--- src/rtl/sum_arb_pkg.sv ---
// Shared width helpers and constants for the shared-sum arbiter slice.
// Output sums are sized so a full-scale vector can never overflow.
package sum_arb_pkg;

    localparam int unsigned XFER_W = 16;

    function automatic int unsigned sum_width(input int unsigned n, input int unsigned w);
        return w + $clog2(n + 1) - 1;
    endfunction

    // Never narrower than one bit, so small configurations still get a valid index.
    function automatic int unsigned id_width(input int unsigned req);
        return (req < 2) ? 1 : $clog2(req);
    endfunction

    function automatic bit is_pow2(input int unsigned n);
        return (n != 0) && ((n & (n - 1)) == 0);
    endfunction

endpackage

--- src/rtl/rr_arbiter.sv ---
// Combinational round-robin arbiter: first asserted request at or after ptr wins.
// The pointer register lives in the parent so it can advance only on a real transfer.
module rr_arbiter
    import sum_arb_pkg::*;
#(
    parameter int unsigned REQ  = 4,
    localparam int unsigned ID_W = id_width(REQ)
) (
    input  logic [REQ-1:0]  req,
    input  logic [ID_W-1:0] ptr,
    input  logic            enable,
    output logic [REQ-1:0]  grant,
    output logic [ID_W-1:0] grant_idx
);

    logic        found;
    int unsigned idx;

    always_comb begin
        grant     = '0;
        grant_idx = '0;
        found     = 1'b0;
        idx       = 0;
        for (int unsigned k = 0; k < REQ; k++) begin
            idx = (32'(ptr) + k) % REQ;
            if (!found && req[idx]) begin
                found      = 1'b1;
                grant[idx] = 1'b1;
                grant_idx  = ID_W'(idx);
            end
        end
        // grant_idx still steers the data mux; only the one-hot grant is gated.
        if (!enable) begin
            grant = '0;
        end
    end

endmodule

--- src/rtl/tree_adder.sv ---
// Combinational balanced adder tree: sums N unsigned lanes of WIDTH_IN bits.
// Every node is kept at the full output width, so no carry is ever lost.
module tree_adder
    import sum_arb_pkg::*;
#(
    parameter int unsigned N         = 8,
    parameter int unsigned WIDTH_IN  = 1,
    localparam int unsigned WIDTH_OUT = sum_width(N, WIDTH_IN)
) (
    input  logic [N-1:0][WIDTH_IN-1:0] data,
    output logic [WIDTH_OUT-1:0]       sum
);

    localparam int unsigned LEVELS = $clog2(N);

    logic [WIDTH_OUT-1:0] node [LEVELS+1][N];

    always_comb begin
        for (int unsigned l = 0; l <= LEVELS; l++) begin
            for (int unsigned i = 0; i < N; i++) begin
                node[l][i] = '0;
            end
        end
        for (int unsigned i = 0; i < N; i++) begin
            node[0][i] = WIDTH_OUT'(data[i]);
        end
        // Level l holds N >> l partial sums of adjacent pairs from level l-1.
        for (int unsigned l = 1; l <= LEVELS; l++) begin
            for (int unsigned i = 0; i < (N >> l); i++) begin
                node[l][i] = node[l-1][2*i] + node[l-1][2*i+1];
            end
        end
        sum = node[LEVELS][0];
    end

endmodule

--- src/rtl/shared_sum_arbiter.sv ---
// Time-multiplexes one tree_adder across REQ requesters with round-robin grants
// and a single registered, id-tagged result behind a valid/ready handshake.
module shared_sum_arbiter
    import sum_arb_pkg::*;
#(
    parameter int unsigned N         = 8,
    parameter int unsigned WIDTH_IN  = 1,
    parameter int unsigned REQ       = 4,
    localparam int unsigned WIDTH_OUT = sum_width(N, WIDTH_IN),
    localparam int unsigned ID_W      = id_width(REQ)
) (
    input  logic                               clk,
    input  logic                               rst,
    input  logic [REQ-1:0]                     req_valid,
    output logic [REQ-1:0]                     req_ready,
    input  logic [REQ-1:0][N-1:0][WIDTH_IN-1:0] req_data,
    output logic                               out_valid,
    input  logic                               out_ready,
    output logic [WIDTH_OUT-1:0]               out_sum,
    output logic [ID_W-1:0]                    out_id,
    output logic [XFER_W-1:0]                  xfer_count
);

    if (N < 2 || !is_pow2(N)) begin : g_bad_n
        $error("shared_sum_arbiter: N must be a power of two and at least 2");
    end
    if (REQ < 2) begin : g_bad_req
        $error("shared_sum_arbiter: REQ must be at least 2");
    end

    logic [ID_W-1:0]               ptr;
    logic                          can_accept;
    logic                          arb_enable;
    logic [REQ-1:0]                grant;
    logic [ID_W-1:0]               grant_idx;
    logic [N-1:0][WIDTH_IN-1:0]    sel_data;
    logic [WIDTH_OUT-1:0]          tree_sum;
    logic                          xfer_in;
    logic                          xfer_out;

    assign can_accept = !out_valid || out_ready;
    // Holding ready low during reset keeps requesters from losing a vector.
    assign arb_enable = can_accept && !rst;
    assign req_ready  = grant;
    assign xfer_in    = |grant;
    assign xfer_out   = out_valid && out_ready;
    assign sel_data   = req_data[grant_idx];

    rr_arbiter #(
        .REQ (REQ)
    ) u_rr_arbiter (
        .req       (req_valid),
        .ptr       (ptr),
        .enable    (arb_enable),
        .grant     (grant),
        .grant_idx (grant_idx)
    );

    tree_adder #(
        .N        (N),
        .WIDTH_IN (WIDTH_IN)
    ) u_tree_adder (
        .data (sel_data),
        .sum  (tree_sum)
    );

    always_ff @(posedge clk) begin
        if (rst) begin
            out_valid  <= 1'b0;
            out_sum    <= '0;
            out_id     <= '0;
            ptr        <= '0;
            xfer_count <= '0;
        end else begin
            if (xfer_in) begin
                out_valid <= 1'b1;
                out_sum   <= tree_sum;
                out_id    <= grant_idx;
                // Explicit wrap keeps ptr in range when REQ is not a power of two.
                ptr       <= (grant_idx == ID_W'(REQ - 1)) ? '0 : grant_idx + ID_W'(1);
            end else if (xfer_out) begin
                out_valid <= 1'b0;
            end
            if (xfer_out) begin
                xfer_count <= xfer_count + XFER_W'(1);
            end
        end
    end

endmodule

--- config.mk ---
export PLATFORM = sky130hd
export DESIGN_NAME = shared_sum_arbiter
export DESIGN_NICKNAME = d
export VERILOG_FILES = /design/src/rtl/sum_arb_pkg.sv /design/src/rtl/rr_arbiter.sv /design/src/rtl/tree_adder.sv /design/src/rtl/shared_sum_arbiter.sv
export SDC_FILE = /design/constraint.sdc
export NUM_CORES = 1
export LEC_CHECK = 0
export CAP_MARGIN = 30
export CELL_PAD_IN_SITES_DETAIL_PLACEMENT = 1
export CELL_PAD_IN_SITES_GLOBAL_PLACEMENT = 2
export CORE_MARGIN = 10
export CORE_UTILIZATION = 36
export DETAILED_ROUTE_END_ITERATION = 12
export DONT_BUFFER_PORTS = 1
export GPL_ROUTABILITY_DRIVEN = 0
export PLACE_DENSITY_LB_ADDON = 0.1
export SLEW_MARGIN = 40
export SYNTH_ARGS = -nofsm -noshare
export SYNTH_HDL_FRONTEND = slang
export SYNTH_SLANG_ARGS = --single-unit
--- constraint.sdc ---
create_clock -name clk -period 6.75 [get_ports clk]
set_clock_uncertainty 0.1 [all_clocks]
set_input_delay 1.0125 -clock clk [delete_from_list [all_inputs] [get_ports clk]]
set_output_delay 1.0125 -clock clk [all_outputs]
set_load 0.1 [all_outputs]
==> flow_metrics.env <==
export IMPL_status="completed"
export IMPL_yosysTopAreaCellShare=0.238
export IMPL_hp_class="reg2reg"
export IMPL_ctsHoldBuffers=0
export IMPL_antenna_found_initial=0
export IMPL_fillers=678
export IMPL_first_pass_iters=4
export IMPL_ant_nets=0
export IMPL_clk_pin_slew_worst_paths_ns=0.09
export IMPL_fin_crit_sh=0.803
export IMPL_synth_cells=256
export IMPL_crit_path_end_kind="flop"
export IMPL_yosys_warnings=0
export IMPL_synth_avg_cell_area_um2=8.21
export IMPL_cts_resized=0
export IMPL_finalNonFillerCells=321
export IMPL_core_mm2=0.00557
export IMPL_start_util=0.377
export IMPL_setup_viol=0
export IMPL_ys_ff_latch=25
export IMPL_grt_ovfl_total=0
export IMPL_clock_sinks=25
export IMPL_min_path_cells=2
export IMPL_r2r_cells=17
export IMPL_ys_top_cells_by_area="dfxtp_1 24%, ha_1 8.3%, a21oi_1 6.4%, mux2i_1 4.8%, fa_1 3.8%"
export IMPL_worst_slew_pin_slew_ns=0.699
export IMPL_synthTopCellsByCount="27 x a21oi_1, 25 x dfxtp_1, 17 x nand2_1"
export IMPL_synthToLayoutAreaGrowth_pct=7.14
export IMPL_h_tree_depth=1
export IMPL_fin_nets=307
export IMPL_synthArstFlopShare=0
export IMPL_start_kind="flop"
export IMPL_dpl_cell_count=317
export IMPL_ff_latch_area_um2=529
export IMPL_yosysTopAreaCell="dfxtp_1"
export IMPL_cts_made_buffers=3
export IMPL_drive_above_1_share=0.193
export IMPL_vias=1776
export IMPL_synth_edf_count=0
export IMPL_fin_crit_ns=5.42
export IMPL_grt_pass1_wl_um=9020
export IMPL_die_area_mm2=0.00929
export IMPL_ios=66
export IMPL_required_ns=6.86
export IMPL_wl_um=5560
export IMPL_viasPerCell=5.53
export IMPL_synth_flop_cell="dfxtp_1"
export IMPL_ys_seq_area_frac=0.238
export IMPL_synth_cell_types=55
export IMPL_yosysMostFrequentCell="a21oi_1"
export IMPL_max_cap_violations=0
export IMPL_die_h_um=96.4
export IMPL_fp_row_count=27
export IMPL_grt_usage=0.118
export IMPL_drt_iter0_drc=32
export IMPL_cts_root_buf="clkbuf_8"
export IMPL_rsz0062_at_grt="no"
export IMPL_setup_tns_final_ns=0
export IMPL_post_cts_buffers=0
export IMPL_routedWlPerCell_um=17.3
export IMPL_report_final_slew_viol_count=0
export IMPL_antenna_cells=0
export IMPL_clock_path_buffers=2
export IMPL_place_port_buffers=0
export IMPL_grt_pass1_vias=1845
export IMPL_whs_ns=0.617
export IMPL_slew_headroom=0.533
export IMPL_fp_dieW_um=96.4
export IMPL_fmax_mhz=184
export IMPL_syn_num_nets=313
export IMPL_syn_area_mm2=0.00210
export IMPL_cts_tree="built"
export IMPL_hpwl_um=4410
export IMPL_drc=0
export IMPL_clkLatencyLatePin_ns=0.27
export IMPL_path_max_fanout=18
export IMPL_grt_max_degree=27
export IMPL_crit_type="reg2reg"
export IMPL_multiInputGateArea_mm2=0.00152
export IMPL_final_hold_viol_count=0
export IMPL_cp_data_arrival_time_ns=5.53
[flip-flops by register name, indices dropped and copies added, names as in the netlist]
| register | flops |
|---|---|
| out_id | 2 |
| out_sum | 4 |
| out_valid | 1 |
| ptr | 2 |
| xfer_count | 16 |
[per-layer routing]
layer | wire length (um) | share of wire | GRT usage | up-vias
met2 | 2630 | 0.47 | 0.203 | 44
met3 | 546 | 0.098 | 0.0393 | 4
met5 | 0 | 0 | 0 | -
met4 | 50 | 0.0090 | 0.0339 | 0
li1 | - | - | - | 913
met1 | 2340 | 0.42 | 0.135 | 815
[critical path, cell delays in order (launching register included)]
cell      delay [ns]
dfxtp_1         0.56
inv_1           0.20
ha_1            0.50
mux2_1          0.44
mux2i_2         0.30
nor2_1          0.07
o31a_1          0.47
a211oi_1        0.35
a21oi_1         0.07
ha_1            0.24
fa_1            0.54
inv_1           0.06
fa_1            0.53
inv_1           0.04
ha_1            0.20
fa_1            0.48
o21ai_0         0.08
a21oi_1         0.13
[layout by cell type, fill, tap and decap left out, drive strengths merged, types with 4 or more instances in the layout]
master,Yosys,layout
mux2i,11,11
nand2b,9,9
xor2,8,8
a21oi,29,29
fa,4,4
o21ai,18,18
nand2,18,18
inv,12,12
a211oi,8,8
dfxtp,25,25
o22ai,4,4
and3,8,8
or3,5,5
ha,14,14
nor2b,9,9
nand3,11,11
nor2,13,13
[final cells by class]
type,instances,area share
multi-input combinational,205,0.674
sequential,25,0.235
tap,72,0.0400
inverter,12,0.0200
clock buffer,3,0.0183
timing repair buffer,3,0.0100
clock inverter,1,0.00222
[through the flow]
step	cell area, um^2	worst slack, ns	util
floorplan	2100	1.89	-
global placement	2150	1.42	0.386
detailed placement	2210	1.34	0.396
CTS	2250	1.30	0.404
global route	2250	0.981	0.404
finish	2250	1.33	0.404
[path summary, 6_finish.rpt]
check | start | to | slack, ns
worst max-delay path | ptr[1]$_SDFFE_PP0P_ | out_sum[2]$_SDFFE_PP0P_ | 1.33
worst min-delay path | xfer_count[1]$_SDFFE_PP0P_ | xfer_count[1]$_SDFFE_PP0P_ | 0.62
worst max register to register | ptr[1]$_SDFFE_PP0P_ | out_sum[2]$_SDFFE_PP0P_ | 1.33
worst min register to register | xfer_count[1]$_SDFFE_PP0P_ | xfer_count[1]$_SDFFE_PP0P_ | 0.62
[cell families (layout without fill, tap and decap cells)]
family | Yosys count | in the layout | share of synthesized area
adders and majority gates | 18 | 18 | 0.121
and+or+nand+nor | 86 | 86 | 0.222
muxes | 14 | 14 | 0.0774
AOI/OAI and AO/OA | 77 | 77 | 0.240
DFF | 25 | 25 | 0.238
buffers and inverters | 26 | 19 | 0.0589
xor gates and xnor gates | 10 | 10 | 0.0417
Power is left out: the tool's default activity adds up to more than one toggle a clock period on the data nets, which glitch-free logic cannot reach.
==> variant, RTL diff (same flow settings) <==
`N` is set to 8 in 2 places; all go to 4.
--- a/src/rtl/tree_adder.sv
+++ b/src/rtl/tree_adder.sv
@@ -4,5 +4,5 @@
     import sum_arb_pkg::*;
 #(
-    parameter int unsigned N         = 8,
+    parameter int unsigned N         = 4,
     parameter int unsigned WIDTH_IN  = 1,
     localparam int unsigned WIDTH_OUT = sum_width(N, WIDTH_IN)
--- a/src/rtl/shared_sum_arbiter.sv
+++ b/src/rtl/shared_sum_arbiter.sv
@@ -4,5 +4,5 @@
     import sum_arb_pkg::*;
 #(
-    parameter int unsigned N         = 8,
+    parameter int unsigned N         = 4,
     parameter int unsigned WIDTH_IN  = 1,
     parameter int unsigned REQ       = 4,
Interface: changed (resized out_sum and req_data); port bits go from 66 to 49. No check against the original RTL was run, so the function may have changed too.
==> variant against the unedited design <==
  * Routed wire length decreased by 15%
  * Utilization increased by 0.70 points
  * Synthesized area decreased by 16%
  * Global-route usage decreased by 0.18 points
  * Fmax increased by 16%
  * Hold slack got worse by 0.020 ns
  * Sequential cell count decreased by 1
  * Design area decreased by 13%
  * First-iteration DRC count increased by 100%
  * Worst setup slack improved by 0.73 ns
  * Cell count decreased by 17%
  * Critical path type is now flop to primary output
==> variant: results (changes against the unedited design) <==
[status] outcome complete, no violations [unchanged]
[logic_synthesis] top cell types by occurrence after synthesis dfxtp_1, nor2_1, mux2i_1 [was a21oi_1, dfxtp_1, nand2_1]
[clocking] H-tree Lvls 1 [unchanged]
[finish] sequential cell area 508 um^2 [was 529 um^2]
[logic_synthesis] top area cells in the synthesized netlist dfxtp_1, mux2i_1, ha_1 [was dfxtp_1, ha_1, a21oi_1]
[worst_setup_path] Reg-to-Reg End out_sum[1]$_SDFFE_PP0P_ [was out_sum[2]$_SDFFE_PP0P_]
[drt] DRC marker count from the first detailed-route iteration 64 [was 32]
[logic_synthesis] net count of the mapped netlist 239 [was 313]
[finish] share of cells above drive strength 1 20.0% [was 19.3%]
[finish] Clock Network Area Fraction 3.65% [was 2.06%]
[global_route] combined global-route utilization of all metal layers 11.6% [was 11.8%]
[worst_setup_path] maximum fanout count along the critical path 12 [was 18]
[worst_setup_path] Top delay family on crit path compound AO/OA/AOI/OAI gates [was adder cells]
[drt] wirelength, routed 4730 um [was 5560 um]
[logic_synthesis] mean instance size in the synthesized netlist 8.70 um^2 [was 8.21 um^2]
[finish] registers with the most flip-flops xfer_count: 16 flops, out_sum: 3 flops [was xfer_count: 16 flops, out_sum: 4 flops]
[logic_synthesis] synth unique cells 45 [was 55]
[worst_setup_path] worst reg-to-reg setup slack 2.08 ns [was 1.33 ns]
[worst_setup_path] logic depth of the worst register-to-register path 12 [was 17]
[worst_setup_path] data arrival time at the worst-slack endpoint 3.57 ns [was 5.53 ns]
[drt] Via density 5.52 [was 5.53]
[logic_synthesis] sequential-to-total area share from yosys stat 27.1% [was 23.8%]
[timing] worst rel slew slack 50.9% [was 53.3%]
[finish] number of inverters outside the clock class in the layout 7 [was 12]
[global_route] vias in the first global route 1,590 [was 1,845]
[finish] number of buffers other than clock buffers in the final layout 2 [was 3]
[placement] placed inst area 1880 um^2 [was 2210 um^2]
[finish] final cell count without fillers 267 [was 321]
[finish] number of fillers in the final layout 567 [was 678]
[finish] share of the final layout cell area in multi-input gates 64.0% [was 67.4%]
[min_path] worst-case hold path end point ptr[1]$_SDFFE_PP0P_ [was xfer_count[1]$_SDFFE_PP0P_]
[worst_setup_path] FF-to-FF Start ptr[0]$_SDFFE_PP0P_ [was ptr[1]$_SDFFE_PP0P_]
-- variant: cell count changes after synthesis, sizes merged, moves of 6 or more --
cell,change
a211oi,-6
a21oi,-18
mux2i,+7
nor2,+6
nor2b,-7
o21ai,-9
-- variant: through the flow --
stage               setup slack (ns)  util (%)  hold slack, ns
floorplan                       1.88         -           0.594
global placement                2.23      38.6           0.562
detailed placement              2.03      39.6           0.589
CTS                             2.00      41.1           0.602
global route                    1.71      41.1           0.665
finish                          2.06      41.1           0.597
-- variant: metal layers --
metal  up-vias  part of all wire, %  track usage, %
met4         0                 0.87            3.58
met2        43                   51            20.9
li1        713                    -               -
met5         -                    0               0
met1       715                   40            12.2
met3         2                  8.2            4.16
-- variant: cells by family after synthesis --
family                   Yosys count  synth area share, %
AO/OA/AOI/OAI                     37                 13.8
XOR/XNOR                          13                 6.41
adder cells (fa/ha/maj)           12                 8.88
buffers and inverters             17                 4.65
flip-flops                        24                 27.1
multiplexers                      24                 16.1
AND/OR/NAND/NOR                   77                 23.1
-- variant: how the worst max path moves through the flow --
stage                         from                 endpoint  cells past startpoint
2_1_floorplan  ptr[0]$_SDFFE_PP0P_             req_ready[0]                      9
3_3_place_gp   ptr[0]$_SDFFE_PP0P_             req_ready[2]                      7
3_5_place_dp   ptr[0]$_SDFFE_PP0P_  out_sum[1]$_SDFFE_PP0P_                     12
4_1_cts        ptr[0]$_SDFFE_PP0P_  out_sum[1]$_SDFFE_PP0P_                     12
5_1_grt        ptr[0]$_SDFFE_PP0P_  out_sum[1]$_SDFFE_PP0P_                     12
6_report       ptr[0]$_SDFFE_PP0P_             req_ready[0]                      7
